## src/rtl/uart_pkg.sv

```systemverilog
// Definitions shared by the UART transmitter and receiver: FSM state encoding,
// default oversampling rate, frame width and a counter-width helper.
package uart_pkg;

  typedef enum logic [1:0] {
    IDLE  = 2'b00,
    START = 2'b01,
    DATA  = 2'b10,
    STOP  = 2'b11
  } uart_state_e;

  localparam int OS_RATE_DEFAULT = 16;
  localparam int DATA_BITS       = 8;

  // Bits needed to count 0 .. (os_rate * stop_bits - 1), never less than one.
  function automatic int cnt_width(input int os_rate, input int stop_bits);
    int span;
    span = os_rate * stop_bits;
    return (span < 2) ? 1 : $clog2(span);
  endfunction

endpackage

```

## src/rtl/uart_tx_if.sv

```systemverilog
// Byte-level handshake between a producer and the UART transmitter.
interface uart_tx_if;
  import uart_pkg::*;

  logic                 tx_start;
  logic [DATA_BITS-1:0] data_in;
  logic                 tx_ready;
  logic                 tx_busy;
  logic                 tx_done;

  modport master (
    output tx_start, data_in,
    input  tx_ready, tx_busy, tx_done
  );

  modport slave (
    input  tx_start, data_in,
    output tx_ready, tx_busy, tx_done
  );

endinterface

```

## src/rtl/uart_tx.sv

```systemverilog
// 8N1 UART transmitter: one-entry holding register feeding an LSB-first
// serialiser paced by the shared 16x baud-tick enable clk_out2.
module uart_tx
  import uart_pkg::*;
#(
  parameter int OS_RATE   = OS_RATE_DEFAULT,
  parameter int STOP_BITS = 1
) (
  input  logic      clk,
  input  logic      rst,
  input  logic      clk_out2,
  uart_tx_if.slave  bus,
  output logic      tx
);

  localparam int CW = cnt_width(OS_RATE, STOP_BITS);
  localparam logic [CW-1:0] BIT_LAST  = CW'(OS_RATE - 1);
  localparam logic [CW-1:0] STOP_LAST = CW'(STOP_BITS * OS_RATE - 1);
  localparam logic [2:0]    LAST_BIT  = 3'(DATA_BITS - 1);

  uart_state_e          state, state_n;
  logic                 tx_n;
  logic                 hold_valid, hold_valid_n;
  logic [DATA_BITS-1:0] hold, hold_n;
  logic [DATA_BITS-1:0] shift, shift_n;
  logic [CW-1:0]        samp_cnt, samp_cnt_n;
  logic [2:0]           bit_pos, bit_pos_n;
  logic                 tx_done, tx_done_n;

  assign bus.tx_ready = !hold_valid;
  assign bus.tx_busy  = (state != IDLE);
  assign bus.tx_done  = tx_done;

  // NOTE: every variable gets its hold value first, so no path through this
  // block leaves one unassigned and no latch is inferred.
  always_comb begin
    state_n      = state;
    tx_n         = tx;
    hold_valid_n = hold_valid;
    hold_n       = hold;
    shift_n      = shift;
    samp_cnt_n   = samp_cnt;
    bit_pos_n    = bit_pos;
    tx_done_n    = 1'b0;

    // Accepting and handing over are mutually exclusive: one needs an empty
    // holding register, the other a full one.
    if (bus.tx_start && !hold_valid) begin
      hold_n       = bus.data_in;
      hold_valid_n = 1'b1;
    end

    if (clk_out2) begin
      unique case (state)
        IDLE: begin
          if (hold_valid) begin
            state_n      = START;
            tx_n         = 1'b0;
            shift_n      = hold;
            hold_valid_n = 1'b0;
            samp_cnt_n   = '0;
          end
        end

        START: begin
          if (samp_cnt == BIT_LAST) begin
            state_n    = DATA;
            tx_n       = shift[0];
            bit_pos_n  = '0;
            samp_cnt_n = '0;
          end else begin
            samp_cnt_n = samp_cnt + 1'b1;
          end
        end

        DATA: begin
          if (samp_cnt == BIT_LAST) begin
            samp_cnt_n = '0;
            if (bit_pos == LAST_BIT) begin
              state_n = STOP;
              tx_n    = 1'b1;
            end else begin
              bit_pos_n = bit_pos + 3'd1;
              tx_n      = shift[bit_pos + 3'd1];
            end
          end else begin
            samp_cnt_n = samp_cnt + 1'b1;
          end
        end

        STOP: begin
          if (samp_cnt == STOP_LAST) begin
            tx_done_n  = 1'b1;
            samp_cnt_n = '0;
            // A waiting byte starts on this very tick: no idle gap between frames.
            if (hold_valid) begin
              state_n      = START;
              tx_n         = 1'b0;
              shift_n      = hold;
              hold_valid_n = 1'b0;
            end else begin
              state_n = IDLE;
            end
          end else begin
            samp_cnt_n = samp_cnt + 1'b1;
          end
        end

        default: state_n = IDLE;
      endcase
    end
  end

  // NOTE: state registers use non-blocking assignments so every flop samples
  // the pre-edge values regardless of evaluation order.
  always_ff @(posedge clk) begin
    if (!rst) begin
      state      <= IDLE;
      tx         <= 1'b1;
      hold_valid <= 1'b0;
      samp_cnt   <= '0;
      bit_pos    <= '0;
      tx_done    <= 1'b0;
    end else begin
      state      <= state_n;
      tx         <= tx_n;
      hold_valid <= hold_valid_n;
      samp_cnt   <= samp_cnt_n;
      bit_pos    <= bit_pos_n;
      tx_done    <= tx_done_n;
    end
  end

  // NOTE: hold and shift are pure datapath, only read while hold_valid or the
  // FSM qualifies them, so they carry no reset.
  always_ff @(posedge clk) begin
    hold  <= hold_n;
    shift <= shift_n;
  end

endmodule
```

## src/flat_wrapper.sv

```systemverilog
// flat-port wrapper written by rule: the top's interface ports become plain ports
module uart_tx_flat import uart_pkg::*;
#(
  parameter int OS_RATE   = OS_RATE_DEFAULT,
  parameter int STOP_BITS = 1
)
  (clk, rst, clk_out2, tx, bus_tx_start, bus_data_in, bus_tx_ready, bus_tx_busy, bus_tx_done);
  uart_tx_if bus_i ();
  input  logic clk;
  input  logic rst;
  input  logic clk_out2;
  output logic tx;
  input wire logic [$bits(bus_i.tx_start)-1:0] bus_tx_start;
  input wire logic [$bits(bus_i.data_in)-1:0] bus_data_in;
  output wire logic [$bits(bus_i.tx_ready)-1:0] bus_tx_ready;
  output wire logic [$bits(bus_i.tx_busy)-1:0] bus_tx_busy;
  output wire logic [$bits(bus_i.tx_done)-1:0] bus_tx_done;
  assign bus_i.tx_start = bus_tx_start;
  assign bus_i.data_in = bus_data_in;
  assign bus_tx_ready = bus_i.tx_ready;
  assign bus_tx_busy = bus_i.tx_busy;
  assign bus_tx_done = bus_i.tx_done;
  uart_tx #(.OS_RATE(OS_RATE), .STOP_BITS(STOP_BITS)) u_core (.clk(clk), .rst(rst), .clk_out2(clk_out2), .bus(bus_i), .tx(tx));
endmodule
```

## config.mk

```make
export PLATFORM = sky130hd
export DESIGN_NAME = uart_tx_flat
export DESIGN_NICKNAME = d
export VERILOG_FILES = /design/src/rtl/uart_pkg.sv /design/src/rtl/uart_tx_if.sv /design/src/rtl/uart_tx.sv /design/src/flat_wrapper.sv
export SDC_FILE = /design/constraint.sdc
export NUM_CORES = 1
export LEC_CHECK = 0
export CORE_ASPECT_RATIO = 0.6
export CORE_MARGIN = 4
export CORE_UTILIZATION = 48
export CTS_CLUSTER_SIZE = 10
export DETAILED_ROUTE_END_ITERATION = 6
export PLACE_DENSITY = 0.78
export SYNTH_ARGS = -nofsm -noshare
export SYNTH_HDL_FRONTEND = slang
export SYNTH_SLANG_ARGS = --single-unit
export TNS_END_PERCENT = 20
```

## constraint.sdc

```tcl
create_clock -name clk -period 2.9 [get_ports clk]
set_input_delay 0.58 -clock clk [delete_from_list [all_inputs] [get_ports clk]]
set_output_delay 0.58 -clock clk [all_outputs]
set_load 0.1 [all_outputs]
```

==> results.yml <==
yosys:
  yosys_warnings: 0
  ys_seq_elements: 28
  ys_async_sr_fraction: 0
  syn_area_mm2: 0.00127
  synth-edff-count: 16
  ys_seq_area_frac: 0.568
  synth.avg_cell_area_um2: 12.3
  synth_cells: 103
  syn-num-nets: 122
  synth_cell_type_count: 33
  synth_ff_type: "edfxtp_1"
floorplanning:
  die-area_mm2: 0.00356
  row_count: 14
  core_mm2: 0.00250
  chipWidth_um: 74.4
  initial_utilization: 0.506
  ios: 16
  die-height_um: 47.8
timing:
  max_freq_ghz: 0.483
  setup_violations: 0
  final_max_slew_viol_count: 0
  final.setup.worst_slack_ps: 828
  tns_ps: 0
  max_slew.worst_pin.slew_ps: 661
  skew_ps: 6.47
  period_share: 0.715
  hold_violations: 0
  period_minus_slack_ps: 2070
  relSlewSlack: 0.558
  rsz0062_at_grt: "no"
global_routing:
  grt_pass1_vias: 730
  grt_pass1_wl_um: 3620
  antenna_found_initial: 0
  grt-ovfl-total: 0
  grt_max_degree: 17
  grtUsageTotal: 0.142
clocking:
  cts.sinks: 28
  cts.clk_slew.worst_paths_ps: 100
  clock_path_buffers: 2
  post_cts_buffers: 0
  clk_latency_ps: 270
  cts_tree: "yes"
  hold_buffers: 0
  cts_resized: 0
  cts_buffers: 3
  htree_levels: 1
  cts_root_buf: "clkbuf_8"
layout:
  fin_nets: 141
  drive_gt1_frac: 0.0992
  layout_common_cells: "16 x edfxtp_1, 12 x dfxtp_1, 11 x clkdlybuf4s50_1, 9 x nor2_1, 8 x inv_1"
  multi_input_area_um2: 507
  final_cells: 153
  nFillCells: 198
  layout_commonest_cell: "edfxtp_1"
  antennaDiodeCount: 0
  fin_util: 0.602
  seq_area_um2: 721
  synthToLayoutAreaGrowth_pct: 18.9
route:
  drt-total-wl_um: 2300
  dr.first_iter.drc_count: 70
  vias: 855
  routedWlPerCell_um: 15.0
  via_per_inst: 5.59
  ant_nets: 0
  route.detailed.drc: 0
  drt_pass1_iterations: 4
placed_design:
  post-place-cells: 149
  pre_cts_ws_ps: 752
  io_buffers: 15
  hpwlAfterDp_um: 1810
  gp_congestion: 0.833
critical_path:
  critPathMaxStageDelay_ps: 370
  crit_path_start_kind: "flip-flop"
  rrSetupSlack_ps: 920
  startpoint: "u_core.state[0]"
  cp.required_ps: 2320
  crit_arrival_ps: 1490
  endpoint: "bus_tx_busy"
  slowest_stage: "dfxtp_1"
  path_cells: "inv_1, ha_1, inv_1, buf_4"
  crit_top_cell: "inv_1"
  r2r-end: "u_core.shift[4]"
  reg2reg_from: "u_core.samp_cnt[0]"
  endpoint_kind: "primary output"
  r2r_cells: 4
  crit_fanout: 5
  crit_type: "reg -> out"
status:
  status: "complete, no violations"
power:
  switching_share: 0.257
  irDropWorstVdd_mv: 0.408
  p_total_uw: 913
  p_comb_frac: 0.165
  clockPowerShare: 0.333
  p_int_uw: 679
  leakagePower_uw: 0.000547
  switching_power_uw: 234
  power_density_mw_per_mm2: 605
  p_seq_frac: 0.501
worst_hold_path:
  hp-class: "reg -> reg"
  min-delay-start: "u_core.hold[7]"
run:
  cap_violations: 0
worst min-delay path by stage:
stage | endpoint | cells past startpoint | slack (ps)
after floorplan | u_core.shift[0] | 0 | 400
after global placement | u_core.shift[5] | 0 | 410
after detailed placement | u_core.shift[7] | 0 | 400
after CTS | u_core.shift[7] | 0 | 430
after global routing | u_core.shift[7] | 0 | 440
final | u_core.shift[7] | 0 | 430
kinds of logic (layout without fill, tap and decap cells):
logic type | count (synthesis) | after routing | synth area share
buffers and inverters | 9 | 27 | 0.0325
and+or+nand+nor | 29 | 29 | 0.116
adders and majority gates | 7 | 7 | 0.0690
muxes | 9 | 9 | 0.0966
AOI/OAI and AO/OA | 21 | 21 | 0.117
DFF | 28 | 28 | 0.568
routing by layer:
| metal | GRT usage | wire (µm) | up-vias |
|---|---|---|---|
| li1 | - | - | 415 |
| met1 | 0.208 | 1160 | 408 |
| met2 | 0.208 | 956 | 30 |
| met3 | 0.0503 | 173 | 2 |
| met4 | 0.0213 | 8 | 0 |
| met5 | 0 | 0 | - |
registers in the layout, indices dropped and copies added (netlist names):
| name | count |
|---|---|
| u_core.tx | 1 |
| u_core.state | 2 |
| u_core.bit_pos | 3 |
| u_core.shift | 8 |
| u_core.hold | 8 |
| u_core.samp_cnt | 4 |
| u_core.hold_valid | 1 |
| u_core.bus.tx_done | 1 |
metrics by stage:
step / area, µm² / hold slack [ps]
after global routing: 1510 / 436
after CTS: 1510 / 426
after global placement: 1440 / 412
after floorplan: 1270 / 400
final: 1510 / 427
after detailed placement: 1440 / 405
critical path: cells and delay by family (launching register included):
kind | cells | cell delay [ps]
adders and majority gates | 1 | 270
buffers and inverters | 3 | 590
DFF | 1 | 370
area by class of cell:
class,instances,area share
inverters,8,0.0199
clock inverters,1,0.0199
clock buffers,3,0.0274
repair buffers,15,0.0929
multi-input cells,66,0.336
well taps,32,0.0265
flip-flops and latches,28,0.478
power by group through the flow:
stage               Clock, µW  Combinational [µW]  Sequential (µW)
finish                    304                 151              458
global route              332                 161              460
CTS                       308                 150              458
detailed placement          0                 149              467
global placement            0                 147              465
floorplan                   0                93.3              476
Yosys cell counts (2+ instances only):
master / count / area (µm²)
edfxtp_1: 16 / 480
dfxtp_1: 12 / 240
nor2_1: 9 / 33.8
inv_1: 8 / 30.0
ha_1: 7 / 87.6
mux2i_1: 7 / 70.1
o21ai_0: 5 / 25.0
a21oi_1: 4 / 20.0
nand2_1: 4 / 15.0
nand2b_1: 3 / 18.8
nor3_1: 3 / 15.0
and2_1: 2 / 12.5
mux4_1: 2 / 52.6
o21ai_1: 2 / 10.0
Power figures use the tool's default switching activity.
